[src/rtl/muldiv_sequencer.sv]
// muldiv_sequencer: iterative multiply/divide unit beside the EX stage.
// One operation per start handshake in IDLE: shift-add MUL or restoring
// shift-subtract DIV over WIDTH iterations, then a sign fixup cycle and a
// one-cycle done pulse. While an operation is running, stall holds the pipeline.
//
// Optional feature macro: MULDIV_EARLY_OUT_EN (MUL leaves CALC as soon as the
// remaining multiplier bits are zero; the fixup cycle realigns the product).
//
// Ports:
//   clk, rst             clock, asynchronous active-high reset
//   start, op, sgn       request (sampled in IDLE), 0=MUL/1=DIV, signed mode
//   op_a, op_b           multiplicand/dividend, multiplier/divisor
//   flush                synchronous abort of a running operation
//   busy, done           state != IDLE, one-cycle completion pulse
//   stall                combinational: start | (busy & ~done)
//   result_hi/result_lo  MUL product halves, or DIV remainder/quotient
//   div_zero             DIV with a zero divisor
module muldiv_sequencer #(
    parameter int unsigned WIDTH = 16,
    parameter int unsigned CNT_W = 5
) (
    input  logic             clk,
    input  logic             rst,
    input  logic             start,
    input  logic             op,
    input  logic             sgn,
    input  logic [WIDTH-1:0] op_a,
    input  logic [WIDTH-1:0] op_b,
    input  logic             flush,
    output logic             busy,
    output logic             done,
    output logic             stall,
    output logic [WIDTH-1:0] result_hi,
    output logic [WIDTH-1:0] result_lo,
    output logic             div_zero
);

    localparam int unsigned PW = 2 * WIDTH;

    typedef enum logic [1:0] {S_IDLE, S_CALC, S_FIXUP, S_DONE} state_t;

    state_t             state_q, state_d;
    logic [CNT_W-1:0]   cnt_q, cnt_d;
    logic               op_q, op_d;
    logic               neg_lo_q, neg_lo_d;
    logic               neg_hi_q, neg_hi_d;
    logic [WIDTH-1:0]   acc_q, acc_d;       // MUL upper accumulator / DIV remainder
    logic [WIDTH-1:0]   shr_q, shr_d;       // MUL multiplier+low product / DIV quotient
    logic [WIDTH-1:0]   opnd_q, opnd_d;     // MUL multiplicand / DIV divisor magnitude
    logic [WIDTH-1:0]   a_orig_q, a_orig_d;
    logic [WIDTH-1:0]   res_hi_q, res_hi_d;
    logic [WIDTH-1:0]   res_lo_q, res_lo_d;
    logic               dz_q, dz_d;
    logic               busy_q, busy_d;
    logic               done_q, done_d;
`ifdef MULDIV_EARLY_OUT_EN
    logic [WIDTH-1:0]   mrem_q, mrem_d;     // multiplier bits not yet consumed
`endif

    logic [WIDTH-1:0]   abs_a, abs_b;
    logic [WIDTH:0]     mul_sum;
    logic [WIDTH:0]     rem_sh;
    logic [WIDTH:0]     div_trial;
    logic [PW-1:0]      mul_raw, mul_fix;
    logic               calc_last;

    assign abs_a = (sgn && op_a[WIDTH-1]) ? WIDTH'(0) - op_a : op_a;
    assign abs_b = (sgn && op_b[WIDTH-1]) ? WIDTH'(0) - op_b : op_b;

    assign mul_sum   = {1'b0, acc_q} + (shr_q[0] ? {1'b0, opnd_q} : '0);
    assign rem_sh    = {acc_q, shr_q[WIDTH-1]};
    // rem_sh < 2*divisor, so bit WIDTH of the difference is a true sign bit
    assign div_trial = rem_sh - {1'b0, opnd_q};

`ifdef MULDIV_EARLY_OUT_EN
    assign calc_last = (cnt_q == CNT_W'(WIDTH - 1)) ||
                       (!op_q && (mrem_q[WIDTH-1:1] == '0));
    // Skipped iterations would only have shifted right; apply them at once
    assign mul_raw   = {acc_q, shr_q} >> (CNT_W'(WIDTH) - cnt_q);
`else
    assign calc_last = (cnt_q == CNT_W'(WIDTH - 1));
    assign mul_raw   = {acc_q, shr_q};
`endif
    assign mul_fix   = neg_lo_q ? PW'(0) - mul_raw : mul_raw;

    // State register
    always_ff @(posedge clk or posedge rst) begin
        if (rst) state_q <= S_IDLE;
        else     state_q <= state_d;
    end

    // Next-state logic
    always_comb begin
        state_d = state_q;
        case (state_q)
            S_IDLE:  if (start && !flush) state_d = S_CALC;
            S_CALC:  if (flush) state_d = S_IDLE;
                     else if (calc_last) state_d = S_FIXUP;
            S_FIXUP: state_d = flush ? S_IDLE : S_DONE;
            S_DONE:  state_d = S_IDLE;
            default: state_d = S_IDLE;
        endcase
    end

    // Datapath and output next values
    always_comb begin
        cnt_d    = cnt_q;
        op_d     = op_q;
        neg_lo_d = neg_lo_q;
        neg_hi_d = neg_hi_q;
        acc_d    = acc_q;
        shr_d    = shr_q;
        opnd_d   = opnd_q;
        a_orig_d = a_orig_q;
        res_hi_d = res_hi_q;
        res_lo_d = res_lo_q;
        dz_d     = dz_q;
        busy_d   = (state_d != S_IDLE);
        done_d   = 1'b0;
`ifdef MULDIV_EARLY_OUT_EN
        mrem_d   = mrem_q;
`endif
        case (state_q)
            S_IDLE: begin
                if (start && !flush) begin
                    op_d     = op;
                    cnt_d    = '0;
                    acc_d    = '0;
                    a_orig_d = op_a;
                    neg_lo_d = sgn & (op_a[WIDTH-1] ^ op_b[WIDTH-1]);
                    neg_hi_d = sgn & op & op_a[WIDTH-1];
                    opnd_d   = op ? abs_b : abs_a;
                    shr_d    = op ? abs_a : abs_b;
`ifdef MULDIV_EARLY_OUT_EN
                    mrem_d   = abs_b;
`endif
                end
            end
            S_CALC: begin
                cnt_d = cnt_q + CNT_W'(1);
                if (!op_q) begin
                    acc_d = mul_sum[WIDTH:1];
                    shr_d = {mul_sum[0], shr_q[WIDTH-1:1]};
`ifdef MULDIV_EARLY_OUT_EN
                    mrem_d = mrem_q >> 1;
`endif
                end else if (!div_trial[WIDTH]) begin
                    acc_d = div_trial[WIDTH-1:0];
                    shr_d = {shr_q[WIDTH-2:0], 1'b1};
                end else begin
                    acc_d = rem_sh[WIDTH-1:0];
                    shr_d = {shr_q[WIDTH-2:0], 1'b0};
                end
            end
            S_FIXUP: begin
                if (!flush) begin
                    done_d = 1'b1;
                    if (!op_q) begin
                        res_hi_d = mul_fix[PW-1:WIDTH];
                        res_lo_d = mul_fix[WIDTH-1:0];
                        dz_d     = 1'b0;
                    end else if (opnd_q == '0) begin
                        res_hi_d = a_orig_q;
                        res_lo_d = '1;
                        dz_d     = 1'b1;
                    end else begin
                        res_hi_d = neg_hi_q ? WIDTH'(0) - acc_q : acc_q;
                        res_lo_d = neg_lo_q ? WIDTH'(0) - shr_q : shr_q;
                        dz_d     = 1'b0;
                    end
                end
            end
            default: ;
        endcase
    end

    // Datapath and output registers
    always_ff @(posedge clk or posedge rst) begin
        if (rst) begin
            cnt_q    <= '0;
            op_q     <= 1'b0;
            neg_lo_q <= 1'b0;
            neg_hi_q <= 1'b0;
            acc_q    <= '0;
            shr_q    <= '0;
            opnd_q   <= '0;
            a_orig_q <= '0;
            res_hi_q <= '0;
            res_lo_q <= '0;
            dz_q     <= 1'b0;
            busy_q   <= 1'b0;
            done_q   <= 1'b0;
`ifdef MULDIV_EARLY_OUT_EN
            mrem_q   <= '0;
`endif
        end else begin
            cnt_q    <= cnt_d;
            op_q     <= op_d;
            neg_lo_q <= neg_lo_d;
            neg_hi_q <= neg_hi_d;
            acc_q    <= acc_d;
            shr_q    <= shr_d;
            opnd_q   <= opnd_d;
            a_orig_q <= a_orig_d;
            res_hi_q <= res_hi_d;
            res_lo_q <= res_lo_d;
            dz_q     <= dz_d;
            busy_q   <= busy_d;
            done_q   <= done_d;
`ifdef MULDIV_EARLY_OUT_EN
            mrem_q   <= mrem_d;
`endif
        end
    end

    assign busy      = busy_q;
    assign done      = done_q;
    assign result_hi = res_hi_q;
    assign result_lo = res_lo_q;
    assign div_zero  = dz_q;
    assign stall     = start | (busy_q & ~done_q);

endmodule

[config.mk]
export PLATFORM = sky130hd
export DESIGN_NAME = muldiv_sequencer
export DESIGN_NICKNAME = d
export VERILOG_FILES = /design/src/rtl/muldiv_sequencer.sv
export SDC_FILE = /design/constraint.sdc
export NUM_CORES = 1
export LEC_CHECK = 0
export BUFFER_PORTS_ARGS = -buffer_cell sky130_fd_sc_hd__buf_2
export CELL_PAD_IN_SITES_DETAIL_PLACEMENT = 0
export CELL_PAD_IN_SITES_GLOBAL_PLACEMENT = 1
export CORE_AREA = 8 8 146 148
export DETAILED_ROUTE_END_ITERATION = 8
export DIE_AREA = 0 0 154 156
export PLACE_DENSITY_LB_ADDON = 0.1
export SYNTH_ARGS = -nofsm -noshare
export SYNTH_HDL_FRONTEND = slang
export SYNTH_SLANG_ARGS = --single-unit
[constraint.sdc]
create_clock -name clk -period 6.95 [get_ports clk]
set_input_delay 1.39 -clock clk [delete_from_list [all_inputs] [get_ports clk]]
set_output_delay 1.39 -clock clk [all_outputs]
set_load 0.01 [all_outputs]
==> results.toml <==
[power_and_ir_drop]
power.net_switching_w = 0.00156
clockPowerShare = 0.163
p_leak_nw = 4.03
p_seq_frac = 0.320
p_per_area_nw_per_um2 = 364
swShare = 0.471
comb_power_share = 0.517
ir_worst_vdd_mv = 0.234
p_int_w = 0.00176

[yosys]
synthArstFlopShare = 1.00
synth_area_sq_um = 8430
synth_area_leaders = "dfrtp_1 (32%), nand2_1 (5.8%), a21oi_1 (5.6%)"
syn_inst = 1046
synth_top_area_frac = 0.323
synth-seq-cells = 109
yosysTopAreaCell = "dfrtp_1"
yosysSeqAreaShare = 0.323
synthDistinctLibCells = 67
ys_warn_count = 0
synth_area_per_cell_sq_um = 8.06
syn_nets = 1124
synth_enable_flop_cells = 0
synth-main-ff-cell = "dfrtp_1"

[clock_network]
clock_tree.root_cell = "clkbuf_16"
path_clk_slew_ps = 90
postCtsSetupBuffers = 0
hold_buffers = 0
clock-sinks = 109
worstSkewPairLatency_ps = 360
htree_levels = 3
cts_resized = 0
cts_buffer_depth = 2
cts_buffers = 9
cts_tree = "yes"

[route]
drt_wl_total_microns = 26100
drt_pass1_iterations = 6
drtAntennaViolNets = 0
drt_iter0_drc = 494
vias = 7575
wl_per_cell_microns = 19.9
vias_per_cell = 5.77
drc_errors = 0

[worst_setup_path]
critical_path_peak_fanout = 16
ff2ff_setup_slack_ps = 3320
cp-end-kind = "flip-flop"
timing.rr.end = "acc_q[14]"
critPathLaunchType = "flip-flop"
critPathArrivalTime_ps = 3860
critPathRequiredTime_ps = 7180
r2r-start = "shr_q[0]"
setup.worst_path.class = "reg2reg"
worst-r2r-cell-count = 9

[place]
port_buffers = 73
place_congestion = 0.865
place_area_sq_um = 8830
hpwl_microns = 19700

[final_layout]
fillCellCount = 1959
syn2layout_area_growth_pct = 8.34
most-common-layout-cells = "nand2_1 (130), dfrtp_1 (108), nor2_1 (102), a21oi_1 (95), o21ai_0 (92)"
stdcell_area_sq_um = 9140
regArea_sq_um = 2730
layout_commonest_cell = "nand2_1"
final_util = 0.479
multi_input_comb_area_sq_um = 5230
antenna_cells = 0
nets = 1147
drive_gt1_frac = 0.116

[timing]
fin_skew_ps = 12.2
fmax_mhz = 275
final-hold-violation-count = 0
period_minus_slack_ps = 3630
finalCritPeriodShare = 0.523
finalSetupViolCount = 0
tightest_slew_ps = 982
hold_ws_ps = 490
slew_viol_final = 0
rsz0062_at_grt = "false"
maxSlewHeadroom = 0.343
setup_tns_ps = 0

[floorplan]
core-area_sq_um = 19100
ioPinCount = 74
die_h_microns = 156
dieWidth_microns = 154
start_util = 0.442
rows = 51
die-area_sq_um = 24000

[global_routing]
antenna_found_initial = 0
grt_pass1_vias = 7073
grt_pass1_wl_microns = 41000
grt_start_max_net_pins = 63
overflow = 0
track_usage = 0.216

[hold_path]
hold_depth = 2
min-delay-start = "result_hi[12]"
hp-class = "reg2reg"
whs_endpoint = "result_hi[12]"

[flow_run]
cap_violations = 0

[run_status]
status = "finished, final reports clean"
==> per-layer routing <==
layer  wire length (microns)  GRT usage  vias up
met2                   11600      0.332      167
met1                   12900      0.310     3597
met4                     266     0.0453        0
li1                        -          -     3794
met5                       0          0        -
met3                    1410     0.0402       17
==> cells in the mapped netlist (10+ instances only) <==
library cell,number
ha_1,38
a31oi_1,11
inv_1,39
o21ai_0,92
nand2_1,130
dfrtp_1,109
nand3_1,11
o31ai_1,14
nor2_1,103
a21oi_1,95
nor3_1,20
nand2b_1,10
xor2_1,45
xnor2_1,42
o221ai_1,11
a211oi_1,22
mux2i_1,24
nor4_1,10
clkbuf_1,49
mux2_2,12
==> area by class of cell <==
type	count	area share
multi-input cells	828	0.572
flip-flops and latches	109	0.299
repair buffers	81	0.0466
well taps	238	0.0326
clock buffers	9	0.0247
inverters	40	0.0167
clock inverters	7	0.00863
==> cell families after synthesis <==
family	share of synthesized area
AO/OA/AOI/OAI	0.234
multiplexers	0.0445
flip-flops	0.323
buffers and inverters	0.0582
adder cells (fa/ha/maj)	0.0611
AND/OR/NAND/NOR	0.188
XOR/XNOR	0.0904
==> sequential cells by signal (all words and copies together) (netlist names) <==
signal	cells
cnt_q	5
opnd_q	16
div_zero	1
op_q	1
neg_hi_q	1
neg_lo_q	1
busy	1
shr_q	16
done	1
state_q	2
a_orig_q	16
acc_q	16
result_lo	16
result_hi	16
==> power by group through the flow <==
stage	Combinational (W)	Sequential [W]	Clock, W
global route	0.00193	0.00109	0.000573
detailed placement	0.00170	0.00107	0
floorplan	0.00142	0.000908	0
CTS	0.00171	0.00105	0.000549
global placement	0.00171	0.00107	0
finish	0.00172	0.00106	0.000542
==> metrics by stage <==
step	instances	power (W)	setup slack, ps
finish	1312	0.00332	3320
floorplan	1046	0.00233	2690
global route	1312	0.00359	3060
detailed placement	1296	0.00277	3170
CTS	1312	0.00331	3350
global placement	1296	0.00277	3260
==> critical path: stages, from the launching register on <==
cell and delay [ps]:
dfrtp_1 490, inv_1 590, nor2_1 90, ha_1 260, or3_1 440, o311ai_1 660, nor3_1 190, or4_1 430
a32oi_1 240, o31ai_1 100
==> worst max path at each step <==
stage	from	end	slack, ps	cells past startpoint
global route	shr_q[0]	acc_q[14]	3060	9
CTS	shr_q[0]	acc_q[14]	3350	9
global placement	flush	result_lo[0]	3260	6
floorplan	rst	a_orig_q[0]	2690	1
finish	shr_q[0]	acc_q[14]	3320	9
detailed placement	flush	result_lo[12]	3170	6
(Power assumes the default switching activity.)
